==> config.mk <==
export PLATFORM = sky130hd
export DESIGN_NAME = tuse_hazard_ctrl_flat
export DESIGN_NICKNAME = d
export VERILOG_FILES = /design/src/rtl/tuse_hazard_ctrl_pkg.sv /design/src/rtl/tuse_hazard_ctrl_if.sv /design/src/rtl/tuse_hazard_ctrl_tuse_decoder.sv /design/src/rtl/tuse_hazard_ctrl.sv /design/src/flat_wrapper.sv
export SDC_FILE = /design/constraint.sdc
export NUM_CORES = 1
export LEC_CHECK = 0
export CAP_MARGIN = 40
export CORE_UTILIZATION = 40
export CTS_CLUSTER_SIZE = 12
export DETAILED_ROUTE_END_ITERATION = 8
export MAX_ROUTING_LAYER = met4
export PLACE_DENSITY_LB_ADDON = 0.15
export RECOVER_POWER = 25
export SKIP_LAST_GASP = 1
export SLEW_MARGIN = 20
export SYNTH_ARGS = -nofsm -noshare
export SYNTH_HDL_FRONTEND = slang
export SYNTH_SLANG_ARGS = --single-unit
==> constraint.sdc <==
create_clock -name clk -period 5.98 [get_ports clk]
set_input_delay 1.196 -clock clk [delete_from_list [all_inputs] [get_ports clk]]
set_output_delay 1.196 -clock clk [all_outputs]
set_load 0.03 [all_outputs]
==> src/rtl/tuse_hazard_ctrl_pkg.sv <==
// Shared definitions for the Tuse/Tnew hazard controller: instruction
// field positions, opcode/funct encodings, the Tuse "never" value, the
// shadow stage record and the D-stage forward select encoding.
// Build option: TUSE_STALL_STATS_EN enables the stall-cycle counter.
package tuse_hazard_ctrl_pkg;

   localparam int TNEW_W = 2;
   localparam int STAT_W = 32;

   // Field positions inside a 32-bit MIPS instruction
   localparam int OP_HI = 31;
   localparam int OP_LO = 26;
   localparam int RS_HI = 25;
   localparam int RS_LO = 21;
   localparam int RT_HI = 20;
   localparam int RT_LO = 16;
   localparam int FN_HI = 5;
   localparam int FN_LO = 0;

   // Opcodes
   localparam logic [5:0] OP_RTYPE = 6'h00;
   localparam logic [5:0] OP_BEQ   = 6'h04;
   localparam logic [5:0] OP_BNE   = 6'h05;
   localparam logic [5:0] OP_ADDI  = 6'h08;
   localparam logic [5:0] OP_ADDIU = 6'h09;
   localparam logic [5:0] OP_SLTI  = 6'h0a;
   localparam logic [5:0] OP_SLTIU = 6'h0b;
   localparam logic [5:0] OP_ANDI  = 6'h0c;
   localparam logic [5:0] OP_ORI   = 6'h0d;
   localparam logic [5:0] OP_XORI  = 6'h0e;
   localparam logic [5:0] OP_LW    = 6'h23;
   localparam logic [5:0] OP_SW    = 6'h2b;

   // R-type functs that read rs in D (register jumps)
   localparam logic [5:0] FN_JR   = 6'h08;
   localparam logic [5:0] FN_JALR = 6'h09;

   // Tuse for an operand the instruction does not read: larger than any Tnew
   localparam logic [TNEW_W-1:0] TUSE_NEVER = 2'd3;

   // One pipeline stage as seen by the hazard logic
   typedef struct packed {
      logic [4:0]        wa;
      logic [TNEW_W-1:0] tnew;
   } stage_t;

   typedef enum logic [1:0] {
      SEL_GRF = 2'b00,
      SEL_E   = 2'b01,
      SEL_M   = 2'b10,
      SEL_W   = 2'b11
   } fwd_sel_e;

   // Remaining Tnew one stage later; saturates at zero
   function automatic logic [TNEW_W-1:0] sat_dec(input logic [TNEW_W-1:0] t);
      return (t == '0) ? '0 : t - 1'b1;
   endfunction

   // Stage writes the register an operand reads (register 0 never matches)
   function automatic logic stage_match(input stage_t s, input logic [4:0] r);
      return (s.wa != 5'd0) && (s.wa == r);
   endfunction

   // Newest matching stage decides; a match still in flight blocks older ones
   function automatic fwd_sel_e fwd_select(input stage_t e, input stage_t m,
                                           input stage_t w, input logic [4:0] r);
      if (stage_match(e, r))      return (e.tnew == '0) ? SEL_E : SEL_GRF;
      else if (stage_match(m, r)) return (m.tnew == '0) ? SEL_M : SEL_GRF;
      else if (stage_match(w, r)) return (w.tnew == '0) ? SEL_W : SEL_GRF;
      else                        return SEL_GRF;
   endfunction

endpackage

==> src/rtl/tuse_hazard_ctrl_if.sv <==
// Signal bundle between the pipeline (master) and the hazard controller
// (slave). No handshake: all signals are level-valued every cycle.
// Build option: TUSE_STALL_STATS_EN adds stall_cnt.
interface tuse_hazard_ctrl_if;
   import tuse_hazard_ctrl_pkg::*;

   logic [31:0]       d_inst;
   logic [4:0]        d_wa;
   logic [TNEW_W-1:0] d_tnew;
   logic              stall;
   logic [1:0]        fwd_rs_sel;
   logic [1:0]        fwd_rt_sel;
   logic [4:0]        e_wa;
   logic [4:0]        m_wa;
   logic [TNEW_W-1:0] e_tnew;
   logic [TNEW_W-1:0] m_tnew;
`ifdef TUSE_STALL_STATS_EN
   logic [STAT_W-1:0] stall_cnt;
`endif

   modport master (
`ifdef TUSE_STALL_STATS_EN
      input  stall_cnt,
`endif
      output d_inst, d_wa, d_tnew,
      input  stall, fwd_rs_sel, fwd_rt_sel, e_wa, m_wa, e_tnew, m_tnew
   );

   modport slave (
`ifdef TUSE_STALL_STATS_EN
      output stall_cnt,
`endif
      input  d_inst, d_wa, d_tnew,
      output stall, fwd_rs_sel, fwd_rt_sel, e_wa, m_wa, e_tnew, m_tnew
   );
endinterface

==> src/rtl/tuse_hazard_ctrl_tuse_decoder.sv <==
// Tuse decoder: for the D-stage instruction, how many cycles until rs/rt
// are actually consumed. Operands not read get TUSE_NEVER.
module tuse_decoder
   import tuse_hazard_ctrl_pkg::*;
(
   input  logic [31:0]       inst_i,
   output logic [TNEW_W-1:0] tuse_rs_o,
   output logic [TNEW_W-1:0] tuse_rt_o
);

   logic [5:0] op;
   logic [5:0] fn;

   assign op = inst_i[OP_HI:OP_LO];
   assign fn = inst_i[FN_HI:FN_LO];

   // Opcode/funct to per-operand Tuse; the all-zero nop reads nothing
   always_comb begin
      tuse_rs_o = TUSE_NEVER;
      tuse_rt_o = TUSE_NEVER;
      if (inst_i != 32'd0) begin
         case (op)
            OP_RTYPE: begin
               if (fn == FN_JR || fn == FN_JALR) begin
                  tuse_rs_o = 2'd0;
               end else begin
                  tuse_rs_o = 2'd1;
                  tuse_rt_o = 2'd1;
               end
            end
            OP_BEQ, OP_BNE: begin
               tuse_rs_o = 2'd0;
               tuse_rt_o = 2'd0;
            end
            OP_LW, OP_ADDI, OP_ADDIU, OP_SLTI, OP_SLTIU,
            OP_ANDI, OP_ORI, OP_XORI: begin
               tuse_rs_o = 2'd1;
            end
            OP_SW: begin
               tuse_rs_o = 2'd1;
               tuse_rt_o = 2'd2;
            end
            default: ;
         endcase
      end
   end

endmodule

==> src/rtl/tuse_hazard_ctrl.sv <==
// Tuse/Tnew hazard controller for a 5-stage MIPS pipeline. Shadows the
// destination register and remaining Tnew of E/M/W, raises stall when a
// D-stage operand is needed before its producer can supply it, and picks
// the D-stage forwarding source.
// Build option: TUSE_STALL_STATS_EN adds a wrapping stall-cycle counter.
module tuse_hazard_ctrl
   import tuse_hazard_ctrl_pkg::*;
(
   input  logic             clk,
   input  logic             reset,
   tuse_hazard_ctrl_if.slave hif
);

   logic [4:0]        rs;
   logic [4:0]        rt;
   logic [TNEW_W-1:0] tuse_rs;
   logic [TNEW_W-1:0] tuse_rt;
   stage_t            e_q, e_d, m_q, m_d, w_q, w_d;
   logic              stall;

   assign rs = hif.d_inst[RS_HI:RS_LO];
   assign rt = hif.d_inst[RT_HI:RT_LO];

   tuse_decoder u_tuse_decoder (
      .inst_i    (hif.d_inst),
      .tuse_rs_o (tuse_rs),
      .tuse_rt_o (tuse_rt)
   );

   // Stall when an E or M producer still needs more cycles than the consumer can wait
   always_comb begin
      stall = 1'b0;
      if (stage_match(e_q, rs) && e_q.tnew > tuse_rs) stall = 1'b1;
      if (stage_match(m_q, rs) && m_q.tnew > tuse_rs) stall = 1'b1;
      if (stage_match(e_q, rt) && e_q.tnew > tuse_rt) stall = 1'b1;
      if (stage_match(m_q, rt) && m_q.tnew > tuse_rt) stall = 1'b1;
   end

   // Next shadow contents: a stall injects a bubble into E
   always_comb begin
      e_d = stall ? '0 : '{wa: hif.d_wa, tnew: hif.d_tnew};
      m_d = '{wa: e_q.wa, tnew: sat_dec(e_q.tnew)};
      w_d = '{wa: m_q.wa, tnew: sat_dec(m_q.tnew)};
   end

   // Shadow stage registers
   always_ff @(posedge clk) begin
      if (!reset) begin
         e_q <= '0;
         m_q <= '0;
         w_q <= '0;
      end else begin
         e_q <= e_d;
         m_q <= m_d;
         w_q <= w_d;
      end
   end

   assign hif.stall      = stall;
   assign hif.fwd_rs_sel = fwd_select(e_q, m_q, w_q, rs);
   assign hif.fwd_rt_sel = fwd_select(e_q, m_q, w_q, rt);
   assign hif.e_wa       = e_q.wa;
   assign hif.m_wa       = m_q.wa;
   assign hif.e_tnew     = e_q.tnew;
   assign hif.m_tnew     = m_q.tnew;

`ifdef TUSE_STALL_STATS_EN
   localparam logic [STAT_W-1:0] CNT_ONE = 1;
   logic [STAT_W-1:0] stall_cnt_q;

   // Count stalled cycles; wraps naturally
   always_ff @(posedge clk) begin
      if (!reset)     stall_cnt_q <= '0;
      else if (stall) stall_cnt_q <= stall_cnt_q + CNT_ONE;
   end

   assign hif.stall_cnt = stall_cnt_q;
`endif

endmodule
==> src/flat_wrapper.sv <==
// flat-port wrapper written by rule: the top's interface ports become plain ports
module tuse_hazard_ctrl_flat import tuse_hazard_ctrl_pkg::*;
  (clk, reset, hif_d_inst, hif_d_wa, hif_d_tnew, hif_stall, hif_fwd_rs_sel, hif_fwd_rt_sel, hif_e_wa, hif_m_wa, hif_e_tnew, hif_m_tnew);
  tuse_hazard_ctrl_if hif_i ();
  input  logic clk;
  input  logic reset;
  input wire logic [$bits(hif_i.d_inst)-1:0] hif_d_inst;
  input wire logic [$bits(hif_i.d_wa)-1:0] hif_d_wa;
  input wire logic [$bits(hif_i.d_tnew)-1:0] hif_d_tnew;
  output wire logic [$bits(hif_i.stall)-1:0] hif_stall;
  output wire logic [$bits(hif_i.fwd_rs_sel)-1:0] hif_fwd_rs_sel;
  output wire logic [$bits(hif_i.fwd_rt_sel)-1:0] hif_fwd_rt_sel;
  output wire logic [$bits(hif_i.e_wa)-1:0] hif_e_wa;
  output wire logic [$bits(hif_i.m_wa)-1:0] hif_m_wa;
  output wire logic [$bits(hif_i.e_tnew)-1:0] hif_e_tnew;
  output wire logic [$bits(hif_i.m_tnew)-1:0] hif_m_tnew;
  assign hif_i.d_inst = hif_d_inst;
  assign hif_i.d_wa = hif_d_wa;
  assign hif_i.d_tnew = hif_d_tnew;
  assign hif_stall = hif_i.stall;
  assign hif_fwd_rs_sel = hif_i.fwd_rs_sel;
  assign hif_fwd_rt_sel = hif_i.fwd_rt_sel;
  assign hif_e_wa = hif_i.e_wa;
  assign hif_m_wa = hif_i.m_wa;
  assign hif_e_tnew = hif_i.e_tnew;
  assign hif_m_tnew = hif_i.m_tnew;
  tuse_hazard_ctrl u_core (.clk(clk), .reset(reset), .hif(hif_i));
endmodule
Word level (Yosys, flattened, before mapping)
Index checks and enable logic that the tools add are counted.
- add/subtract/negate cells: 2
- multiply operators: 0
- divide/modulo/power cells: 0
- order comparisons: 4
- eq/ne operators: 19
- shift-type cells: 0
- muxes and demuxes: 19
- bitwise operators: 1
- reductions and logical operators: 24
- operators with widths (cell ; number):
    equality test 6 x 4 -> 1 bit (second input constant) ; 9
    nonzero test 32 bit ; 1
    equality test 5 bit ; 6
    two-way mux 2 bit ; 11
    nonzero test 5 bit ; 3
    equality test 6 x 3 -> 1 bit (second input constant) ; 2
    equality test 6 bit (second input constant) ; 2
    one-hot mux 2 bit (3 select lines) ; 2
    logical AND 1 bit ; 10
    OR reduction 9 bit ; 1
    > comparator 2 bit ; 4
    OR reduction 2 bit ; 4
    zero test 2 bit ; 3
    zero test 6 bit ; 1
    two-way mux 1 bit ; 6
    subtractor 2 x 1 -> 2 bit (second input constant) ; 2
    logical OR 1 bit ; 1
    NOT 1 bit ; 1
- flip-flop bits (word level): 21
- bits in latches: 0
- memory bits (writable): 0
- bits in read-only memories: 0
- input bits: 41
- output and inout bits: 19
- logic and storage cells: 75
- memories kept: 0

Longest topological paths before layout
- depth after elaboration: 12
- gate-level depth with buffers: 12
- gate-level depth less buffers: 11

By module
Synthesis repeated with hierarchy kept, for this count alone.
- cell total of the unflattened synthesis: 172
- area total of the unflattened synthesis: 1455.1 sq um
- by module, submodules not included (module ; times used ; cells an instance ; area an instance (sq um) ; seq. area each (sq um)):
    tuse_hazard_ctrl ; 1 ; 141 ; 1265.0 ; 420.4
    tuse_decoder ; 1 ; 31 ; 190.2 ; 0.0

Worst setup path before layout
Ideal clock, no wire load.
- path kind: input to output
- from: input port hif_d_inst[16]
- to: output port hif_stall
- arrival time: 3.363 ns
- slack: 1.421 ns
- stages on the path: 9
- buffers on the path: 0
- cells stage by stage: or4_1 > nor4_1 > and3b_1 > a211oi_1 > ha_1 > a21oi_1 > a21oi_1 > a221o_2 > or2_1
- longest elaborated chain between the ends: 8
- elaborated cells on any way between the ends: 19
- classes of those cells: order compare: 4; eq/ne: 2; mux: 6; reduce/logical: 7
- RTL lines (element ; line ; source):
    start, declared ; flat_wrapper.sv:7 ; input wire logic [$bits(hif_i.d_inst)-1:0] hif_d_inst;
    nonzero test 32 bit ; tuse_hazard_ctrl_tuse_decoder.sv:21 ; if (inst_i != 32'd0) begin
    two-way mux 2 bit ; tuse_hazard_ctrl_tuse_decoder.sv:21 ;
    > comparator 2 bit ; tuse_hazard_ctrl.sv:33 ; if (stage_match(e_q, rs) && e_q.tnew > tuse_rs) stall = 1'b1;
    logical AND 1 bit ; tuse_hazard_ctrl.sv:33 ;
    two-way mux 1 bit ; tuse_hazard_ctrl.sv:33 ;
    two-way mux 1 bit ; tuse_hazard_ctrl.sv:34 ; if (stage_match(m_q, rs) && m_q.tnew > tuse_rs) stall = 1'b1;
    two-way mux 1 bit ; tuse_hazard_ctrl.sv:35 ; if (stage_match(e_q, rt) && e_q.tnew > tuse_rt) stall = 1'b1;
    two-way mux 1 bit * ; tuse_hazard_ctrl.sv:36 ; if (stage_match(m_q, rt) && m_q.tnew > tuse_rt) stall = 1'b1;
    end, declared ; flat_wrapper.sv:10 ; output wire logic [$bits(hif_i.stall)-1:0] hif_stall;
Mark *: on every way between the ends. The rest lies on a longest branch, timed or not.

Worst setup path after layout
- from: input port hif_d_inst[22]
- to: output port hif_stall
Same word-level chain as after synthesis.

==> impl_metrics.env <==
export IMPL_timing_final_ws_setup_ns=0.257
export IMPL_cts_tree="built"
export IMPL_wl_per_cell_microns=14.1
export IMPL_fmax_mhz=175
export IMPL_drc=0
export IMPL_startpoint_type="input pin"
export IMPL_cts_hold_buf=0
export IMPL_fp_dieH_microns=62
export IMPL_path_clk_slew_ns=0.10
export IMPL_antennaDiodeCount=0
export IMPL_worstSetupEndpointType="output port"
export IMPL_cp_required_ns=4.78
export IMPL_syn_inst=171
export IMPL_io_pins=60
export IMPL_timing_final_crit_share_pct=95.7
export IMPL_viasPerCell=5.12
export IMPL_finalSetupTns_ns=0
export IMPL_fin_worst_skew_ns=0.00217
export IMPL_cts_made_buffers=3
export IMPL_yosysWarnings=0
export IMPL_first_iter_violations=75
export IMPL_path_class="input pin to output port"
export IMPL_syn_area_sq_um=1440
export IMPL_grt_pass1_wl_mm=5.89
export IMPL_initial_core_util_pct=42.5
export IMPL_dieArea_sq_um=3840
export IMPL_clock_latency_ns=0.29
export IMPL_syn2layout_area_growth_pct=48.4
export IMPL_maxSlewViolCount=0
export IMPL_portBuffers=59
export IMPL_place_ws_ns=0.248
export IMPL_p_leak_nw=0.872
export IMPL_syn_area_per_cell_sq_um=8.42
export IMPL_coreArea_sq_um=3390
export IMPL_critPathArrivalTime_ns=4.53
export IMPL_drtPass1Iterations=4
export IMPL_pwr_density_cell_nw_per_um2=153
export IMPL_status="finished, final reports clean"
export IMPL_final_layout_size_suffix_gt1_share_pct=5.93
export IMPL_nNetsFinal=288
export IMPL_rsz0062_at_grt="no"
export IMPL_gp_congestion=0.905
export IMPL_wl_mm=3.97
export IMPL_ys_seq_elements=21
export IMPL_htreeDepth=1
export IMPL_die_x_microns=62
export IMPL_finalSetupViolCount=0
export IMPL_cts_max_path_buffers=2
export IMPL_dpl_hpwl_mm=3.33
export IMPL_postCtsSetupBuffers=0
export IMPL_utilization_pct=63.0
export IMPL_postRouteAntennaNets=0
export IMPL_num_rows=21
export IMPL_syn_nets=222
export IMPL_vias=1445
export IMPL_cts_root_buf="clkbuf_4"
export IMPL_total_power_mw=0.326
export IMPL_clkSinkCount=21
export IMPL_antenna_found_initial=0
export IMPL_ys_types=33
export IMPL_hold_path_class="register to register"
export IMPL_crit_fanout=8
export IMPL_timing_final_crit_period_ns=5.72
export IMPL_hold_viol_final=0
export IMPL_first_global_vias=1358
export IMPL_vdd_drop_max_v=0.000151
export IMPL_grt_usage_pct=22.0
export IMPL_grt_start_max_net_pins=20
export IMPL_max_slew_margin_rel_pct=51.7
export IMPL_cts_resized=0
export IMPL_ys_seq_area_share_pct=29.2
export IMPL_tightest_slew_ns=0.718
export IMPL_overflow=0
export IMPL_cap_violations=0
-- cell usage in the layout, fill, tap and decap left out, types with 3 or more instances in the layout --
cell	n
nor3_1	8
nor2_1	15
nor4_1	11
or4_1	4
inv_1	8
xor2_1	14
clkbuf_4	3
nand2b_1	3
ha_1	10
buf_4	4
nand3_1	6
clkdlybuf4s50_1	58
dfxtp_1	21
a21oi_1	7
o21ai_0	3
xnor2_1	16
nand2_1	10
and2_1	9
-- critical path, cell delays in order --
cell and delay (ns):
clkdlybuf4s50_1 0.51, nor4_1 0.43, nand4_1 0.14, nor4_1 0.18, and3b_1 0.22, a211oi_1 0.08
ha_1 0.31, a21oi_1 0.13, a21oi_1 0.05, a221o_2 0.45, or2_1 0.23, clkdlybuf4s50_1 0.59
-- cells by family (layout without fill, tap and decap cells) --
group,count (synthesis),in the layout,synth area share [%]
simple gates,77,77,28.9
xor+xnor,30,30,18.2
flops,21,21,29.2
compound gates,20,20,10.1
fa+ha+maj,10,10,8.69
buf+inv,10,75,2.61
mux,3,3,2.26
-- metrics by stage --
stage / hold WS, ns / cells / instance area, sq um
after CTS: 0.445 / 282 / 2140
final: 0.440 / 282 / 2140
after global placement: 0.419 / 278 / 2110
after detailed placement: 0.430 / 278 / 2110
after floorplan: 0.550 / 171 / 1440
after global routing: 0.472 / 282 / 2140
-- cells in the mapped netlist (all sizes together) --
cell	number	area share [%]
a2111oi	2	1.2
a211oi	1	0.52
a21o	2	1.0
a21oi	7	2.4
a221o	1	0.78
a32o	1	0.70
and2	12	5.3
and3b	1	0.61
buf	1	0.26
clkbuf	1	0.26
dfxtp	21	29
ha	10	8.7
inv	8	2.1
mux2	2	1.6
mux2i	1	0.70
nand2	10	2.6
nand2b	3	1.3
nand3	6	2.1
nand3b	1	0.52
nand4	2	0.87
nor2	15	3.9
nor2b	2	0.87
nor3	8	2.8
nor4	11	4.8
o211ai	2	1.7
o21ai	3	1.0
o22a	1	0.61
or2	1	0.43
or4	5	2.9
xnor2	16	9.7
xor2	14	8.5
-- routing by layer --
layer | GRT usage [%] | vias to the layer above | wire, microns
li1 | - | 740 | -
met1 | 26.1 | 657 | 1840
met2 | 39.4 | 44 | 1870
met3 | 0.828 | 4 | 217
met4 | 8.25 | 0 | 38
met5 | - | - | 0
-- where the power goes --
part | leakage (nW) | switching, mW | internal [mW]
clock | 0.0150 | 0.0379 | 0.0260
combinational | 0.684 | 0.0483 | 0.0580
sequential | 0.173 | 0.00944 | 0.147
-- state kept, by name (all words and copies together) (netlist names) --
register	flops
u_core.hif.e_tnew	2
u_core.hif.m_tnew	2
u_core.w_q	7
u_core.hif.m_wa	5
u_core.hif.e_wa	5
-- layout make-up --
type,instances,area (sq um)
clock buffer,4,26.3
fill,305,1250
inverter,8,30.0
multi-input combinational,140,982
sequential,21,420
tap,46,57.6
timing repair buffer,63,621
-- path summary, 6_finish.rpt --
kind | from | slack (ns) | to | cells past startpoint
max reg2reg | u_core.hif.m_wa[0] | 4.02 | u_core.hif.e_tnew[0] | 5
min reg2reg | u_core.hif.e_tnew[0] | 0.44 | u_core.hif.m_tnew[0] | 1
max | hif_d_inst[22] | 0.26 | hif_stall | 12
min | u_core.hif.e_tnew[0] | 0.44 | u_core.hif.m_tnew[0] | 1
Power figures use the tool's default switching activity.
